===== config.mk =====
export PLATFORM = sky130hd
export DESIGN_NAME = rst_seq_8bit_flat
export DESIGN_NICKNAME = d
export VERILOG_FILES = /design/src/rtl/rst_seq_pkg.sv /design/src/rtl/rst_seq_8bit_if.sv /design/src/rtl/rst_sync_chain.sv /design/src/rtl/rst_seq_8bit.sv /design/src/flat_wrapper.sv
export SDC_FILE = /design/constraint.sdc
export NUM_CORES = 1
export LEC_CHECK = 0
export BUFFER_PORTS_ARGS = -buffer_cell sky130_fd_sc_hd__buf_2
export CAP_MARGIN = 40
export CORE_MARGIN = 1
export CORE_UTILIZATION = 36
export CTS_BUF_LIST = sky130_fd_sc_hd__clkbuf_2
export CTS_CLUSTER_SIZE = 25
export DETAILED_ROUTE_END_ITERATION = 10
export PLACE_DENSITY = 0.58
export REMOVE_ABC_BUFFERS = 1
export SYNTH_ARGS = -nofsm -noshare
export SYNTH_HDL_FRONTEND = slang
export SYNTH_SLANG_ARGS = --single-unit

===== constraint.sdc =====
create_clock -name clk -period 2.4 [get_ports clk]
set_input_delay 0.24 -clock clk [delete_from_list [all_inputs] [get_ports clk]]
set_output_delay 0.24 -clock clk [all_outputs]
set_load 0.005 [all_outputs]

===== src/rtl/rst_seq_pkg.sv =====
// rtl/rst_seq_pkg.sv - shared types and constants for the reset sequencer
// Purpose: sequencer state encoding, domain count and default timing values.
// Ports: none (package).
package rst_seq_pkg;

    typedef enum logic [1:0] {
        ST_ASSERT  = 2'd0,
        ST_HOLD    = 2'd1,
        ST_RELEASE = 2'd2,
        ST_IDLE    = 2'd3
    } state_t;

    localparam int NUM_DOMAINS     = 8;
    localparam int DEF_SYNC_STAGES = 2;
    localparam int DEF_HOLD_CYCLES = 4;
    localparam int DEF_STAGGER     = 2;

endpackage


===== src/rtl/rst_seq_8bit_if.sv =====
// rtl/rst_seq_8bit_if.sv - soft-reset request and per-domain reset outputs
// Purpose: bundles the sequencer's request/status signals.
// Signals: req (soft-reset pulse), rst_out[7:0] (per-domain resets),
//          busy (sequence in progress), done (last domain released pulse).
// Modports: master drives req and observes status; slave is the sequencer.
interface rst_seq_8bit_if;

    logic                                 req;
    logic [rst_seq_pkg::NUM_DOMAINS-1:0]  rst_out;
    logic                                 busy;
    logic                                 done;

    modport master (
        output req,
        input  rst_out,
        input  busy,
        input  done
    );

    modport slave (
        input  req,
        output rst_out,
        output busy,
        output done
    );

endinterface


===== src/rtl/rst_sync_chain.sv =====
// rtl/rst_sync_chain.sv - async-assert, sync-deassert reset synchroniser
// Purpose: every stage is set by rst and shifts in 0, so rst_s rises with rst
//          and falls on the STAGES-th rising clk edge after rst is removed.
// Ports: clk (clock), rst (async active-high reset), rst_s (synchronised reset).
module rst_sync_chain #(
    parameter int STAGES = 2
) (
    input  logic clk,
    input  logic rst,
    output logic rst_s
);

    if (STAGES < 2) begin : g_bad_stages
        $fatal(1, "rst_sync_chain: STAGES must be >= 2");
    end

    logic [STAGES-1:0] chain;

    always_ff @(posedge clk or posedge rst) begin
        if (rst) begin
            chain <= '1;
        end else begin
            chain <= {chain[STAGES-2:0], 1'b0};
        end
    end

    assign rst_s = chain[STAGES-1];

endmodule


===== src/rtl/rst_seq_8bit.sv =====
// rtl/rst_seq_8bit.sv - staggered eight-domain reset sequencer
// Purpose: holds all domain resets after a synchronised rst release, then
//          releases domain 0..7 one at a time; req restarts the hold phase.
// Ports: clk (clock), rst (async active-high reset),
//        bus (slave modport: req in; rst_out, busy, done out).
module rst_seq_8bit
    import rst_seq_pkg::*;
#(
    parameter int SYNC_STAGES = DEF_SYNC_STAGES,
    parameter int HOLD_CYCLES = DEF_HOLD_CYCLES,
    parameter int STAGGER     = DEF_STAGGER
) (
    input  logic          clk,
    input  logic          rst,
    rst_seq_8bit_if.slave bus
);

    if (SYNC_STAGES < 2) begin : g_bad_sync
        $fatal(1, "rst_seq_8bit: SYNC_STAGES must be >= 2");
    end
    if (HOLD_CYCLES < 1) begin : g_bad_hold
        $fatal(1, "rst_seq_8bit: HOLD_CYCLES must be >= 1");
    end
    if (STAGGER < 1) begin : g_bad_stagger
        $fatal(1, "rst_seq_8bit: STAGGER must be >= 1");
    end

    localparam int CNT_W  = $clog2(HOLD_CYCLES + 1);
    localparam int TICK_W = $clog2(STAGGER + 1);
    localparam int STEP_W = $clog2(NUM_DOMAINS);

    localparam logic [CNT_W-1:0]  CNT_LAST  = CNT_W'(HOLD_CYCLES - 1);
    localparam logic [TICK_W-1:0] TICK_LAST = TICK_W'(STAGGER - 1);
    localparam logic [STEP_W-1:0] STEP_LAST = STEP_W'(NUM_DOMAINS - 1);

    logic rst_s;

    rst_sync_chain #(.STAGES(SYNC_STAGES)) u_sync (
        .clk   (clk),
        .rst   (rst),
        .rst_s (rst_s)
    );

    state_t                 state, state_n;
    logic [CNT_W-1:0]       cnt, cnt_n;
    logic [TICK_W-1:0]      tick, tick_n;
    logic [STEP_W-1:0]      step, step_n;
    logic [NUM_DOMAINS-1:0] rst_out_q, rst_out_n;
    logic                   done_q, done_n;

    always_ff @(posedge clk or posedge rst) begin
        if (rst) begin
            state     <= ST_ASSERT;
            cnt       <= '0;
            tick      <= '0;
            step      <= '0;
            rst_out_q <= '1;
            done_q    <= 1'b0;
        end else begin
            state     <= state_n;
            cnt       <= cnt_n;
            tick      <= tick_n;
            step      <= step_n;
            rst_out_q <= rst_out_n;
            done_q    <= done_n;
        end
    end

    always_comb begin
        state_n   = state;
        cnt_n     = cnt;
        tick_n    = tick;
        step_n    = step;
        rst_out_n = rst_out_q;
        done_n    = 1'b0;

        unique case (state)
            ST_ASSERT: begin
                // req is deliberately ignored until the synchronised release.
                rst_out_n = '1;
                if (!rst_s) begin
                    state_n = ST_HOLD;
                    cnt_n   = '0;
                end
            end
            ST_HOLD: begin
                rst_out_n = '1;
                if (bus.req) begin
                    cnt_n = '0;
                end else if (cnt == CNT_LAST) begin
                    state_n = ST_RELEASE;
                    tick_n  = '0;
                    step_n  = '0;
                end else begin
                    cnt_n = cnt + CNT_W'(1);
                end
            end
            ST_RELEASE: begin
                // A req on a release edge takes priority: nothing is cleared.
                if (bus.req) begin
                    state_n   = ST_HOLD;
                    cnt_n     = '0;
                    tick_n    = '0;
                    step_n    = '0;
                    rst_out_n = '1;
                end else if (tick != TICK_LAST) begin
                    tick_n = tick + TICK_W'(1);
                end else begin
                    rst_out_n[step] = 1'b0;
                    tick_n          = '0;
                    if (step == STEP_LAST) begin
                        state_n = ST_IDLE;
                        done_n  = 1'b1;
                    end else begin
                        step_n = step + STEP_W'(1);
                    end
                end
            end
            ST_IDLE: begin
                rst_out_n = '0;
                if (bus.req) begin
                    state_n   = ST_HOLD;
                    cnt_n     = '0;
                    tick_n    = '0;
                    step_n    = '0;
                    rst_out_n = '1;
                end
            end
            default: begin
                state_n   = ST_ASSERT;
                rst_out_n = '1;
            end
        endcase
    end

    assign bus.rst_out = rst_out_q;
    assign bus.busy    = (state != ST_IDLE);
    assign bus.done    = done_q;

endmodule


===== src/flat_wrapper.sv =====
// flat-port wrapper written by rule: the top's interface ports become plain ports
module rst_seq_8bit_flat import rst_seq_pkg::*;
#(
    parameter int SYNC_STAGES = DEF_SYNC_STAGES,
    parameter int HOLD_CYCLES = DEF_HOLD_CYCLES,
    parameter int STAGGER     = DEF_STAGGER
)
  (clk, rst, bus_req, bus_rst_out, bus_busy, bus_done);
  rst_seq_8bit_if bus_i ();
  input  logic clk;
  input  logic rst;
  input wire logic [$bits(bus_i.req)-1:0] bus_req;
  output wire logic [$bits(bus_i.rst_out)-1:0] bus_rst_out;
  output wire logic [$bits(bus_i.busy)-1:0] bus_busy;
  output wire logic [$bits(bus_i.done)-1:0] bus_done;
  assign bus_i.req = bus_req;
  assign bus_rst_out = bus_i.rst_out;
  assign bus_busy = bus_i.busy;
  assign bus_done = bus_i.done;
  rst_seq_8bit #(.SYNC_STAGES(SYNC_STAGES), .HOLD_CYCLES(HOLD_CYCLES), .STAGGER(STAGGER)) u_core (.clk(clk), .rst(rst), .bus(bus_i));
endmodule

==> impl_metrics.tcl <==
set metrics [dict create \
    nets 131 \
    worst_path_max_delay_cell "dfrtp_1" \
    cts_buffer_depth 2 \
    initial_core_util 0.394 \
    drt_wl_total_um 1910 \
    clk_latency_ns 0.32 \
    cts_buffers 3 \
    worstPathArrival_ns 2.33 \
    async_flop_share 1.00 \
    syn_avg_cell_area_sq_um 11.0 \
    fillers 287 \
    leakage_nw 0.557 \
    htree_levels 1 \
    worstPathCellList "inv_1 -> ha_1 -> inv_1 -> a21oi_2 -> a221o_2 -> mux2_2" \
    io_pins 13 \
    synth_cell_types 29 \
    max-cap-violations 0 \
    p_per_area_mw_per_mm2 945 \
    ys_seq_area_frac 0.475 \
    setup_violations 0 \
    grt_pass1_wl_um 3370 \
    yosysMostFrequentCell "dfrtp_1" \
    slew_viol_final 0 \
    cts_setup_buffers 0 \
    layout-drive-gt1-share 0.308 \
    ys.flop_type "dfrtp_1" \
    fmax_mhz 475 \
    via_per_inst 4.68 \
    cts_hold_buffers 0 \
    clockRootBuffer "clkbuf_2" \
    cts_tree "built" \
    portBuffers 12 \
    synth_top_area_share 0.243 \
    grt_max_degree 22 \
    syn_inst 103 \
    vias 744 \
    start_kind "flip-flop" \
    grtUsageMet1 0.186 \
    die-area_sq_mm 0.00337 \
    finalCriticalPeriod_ns 2.11 \
    fp-row-count 19 \
    grt.busiest_layer "met2" \
    crit_path_max_fanout 9 \
    ys_ff_latch 21 \
    cpPeakStageDelay_ns 0.46 \
    rsz0062_at_grt "false" \
    synth_edf_count 0 \
    synth_area_leaders "dfrtp_1 24%, dfstp_2 23%, ha_1 11%, o21ai_0 4.4%, mux2_2 4.0%" \
    vdd_ir_drop_max_mv 0.393 \
    coreArea_sq_mm 0.00288 \
    grt_util_met3 0.0469 \
    crit_path_end_kind "flip-flop" \
    hold_slack_ns 0.00885 \
    grt.total_usage 0.133 \
    clkSinkCount 21 \
    required_ns 2.62 \
    grt_overflow 0 \
    hold_class "in2async" \
    path_buf_inv 2 \
    antenna_cells 0 \
    routabilityCongestion 0.806 \
    crit_family "compound AO/OA/AOI/OAI gates" \
    path_clk_slew_ns 0.20 \
    place.detailed.hpwl_um 1420 \
    fin_worst_skew_ns 0.0163 \
    grt_antenna_before_repair 0 \
    power_mw 1.18 \
    areaGrowthSynthToFinish_pct 10.4 \
    grt_pass1_vias 731 \
    synth_top_area_cell "dfrtp_1" \
    final_min_period_over_clock_period 0.877 \
    maxSlewHeadroom 0.493 \
    drtIter0Drc 17 \
    die_w_um 58.1 \
    worstSetupPathType "reg2reg" \
    use_met2 0.194 \
    worst_pin_slew_ns 0.760 \
    ant_nets 0 \
    yosysWarnings 0 \
    post_drt_wl_per_cell_um 12.0 \
    synth_area_sq_mm 0.00113 \
    status "finished, final reports clean" \
    die_h_um 58.1 \
    cts_resized 0 \
    drc 0 \
    fin_util 0.435 \
    fin_tns_setup_ns 0 \
    hold_viol_final 0 \
    synthTopCellsByCount "11 x dfrtp_1, 10 x dfstp_2, 10 x ha_1, 10 x inv_1, 10 x o21ai_0" \
    drt-pass1-iter-count 4 \
    crit_top_cell "inv_1" \
    regToRegSetupSlack_ns 0.29 \
]
## metal layers
layer | vias up | wire length (um)
met4 | 0 | 17
met5 | - | 0
met2 | 11 | 819
li1 | 381 | -
met1 | 350 | 1010
met3 | 2 | 60
## layout by cell type (no fill, tap or decap), types with 3 or more instances in the layout
cell type	n
mux2i_1	3
dfrtp_1	11
nor2_1	4
mux2_2	4
nand2_1	9
o21ai_0	10
nand3_1	3
nand2b_1	3
o31a_1	3
inv_1	10
clkbuf_2	3
and2_1	3
ha_1	10
buf_2	12
dfstp_2	10
## path summary, 6_finish.rpt
| path | start | endpoint | cells past startpoint |
|---|---|---|---|
| setup / recovery | u_core.state[0]$_DFFE_PP0P_ | u_core.cnt[0]$_DFFE_PP0P_ | 6 |
| hold / removal | rst | u_core.step[2]$_DFFE_PP0P_ | 2 |
| setup reg to reg | u_core.state[0]$_DFFE_PP0P_ | u_core.cnt[0]$_DFFE_PP0P_ | 6 |
| hold reg to reg | u_core.u_sync.chain[0]$_DFF_PP1_ | u_core.u_sync.chain[1]$_DFF_PP1_ | 0 |
| max in group asynchronous | rst | u_core.cnt[0]$_DFFE_PP0P_ | 2 |
| min in group clk | bus_req | u_core.bus.rst_out[4]$_DFFE_PP1P_ | 3 |
## through the flow
stage               instances  worst slack, ns  cell area (sq um)
floorplan                 101            0.635               1120
global placement          155            0.437               1230
detailed placement        155            0.338               1230
CTS                       159            0.296               1250
global route              159            0.133               1250
finish                    159            0.294               1250
## flip-flops by register name, summed over array words and instances, names as in the netlist
| register | flops |
|---|---|
| u_core.state | 2 |
| u_core.bus.rst_out | 8 |
| u_core.cnt | 3 |
| u_core.u_sync.chain | 2 |
| u_core.tick | 2 |
| u_core.step | 3 |
| u_core.bus.done | 1 |
## report_power, final
group	internal (mW)	leakage, nW	switching [mW]
sequential	0.468	0.254	0.0661
clock	0.0377	0.0164	0.105
combinational	0.234	0.286	0.269
total	0.741	0.557	0.440
## cell type report
type / count / area (sq um) / share of cell area
multi-input cells: 70 / 542 / 0.433
flip-flops and latches: 21 / 538 / 0.430
repair buffers: 12 / 60.1 / 0.0480
well taps: 42 / 52.6 / 0.0420
inverters: 10 / 37.5 / 0.0300
clock buffers: 3 / 15.0 / 0.0120
clock inverters: 1 / 5.00 / 0.00400
## logic make-up (layout without fill, tap and decap cells)
family | count (synthesis) | in the layout | synth area share
AOI/OAI and AO/OA | 24 | 24 | 0.152
adders and majority gates | 10 | 10 | 0.110
buffers and inverters | 12 | 26 | 0.0464
DFF | 21 | 21 | 0.475
muxes | 7 | 7 | 0.0663
other | 1 | 1 | 0.00331
and+or+nand+nor | 28 | 28 | 0.146
Power figures use the tool's default switching activity.
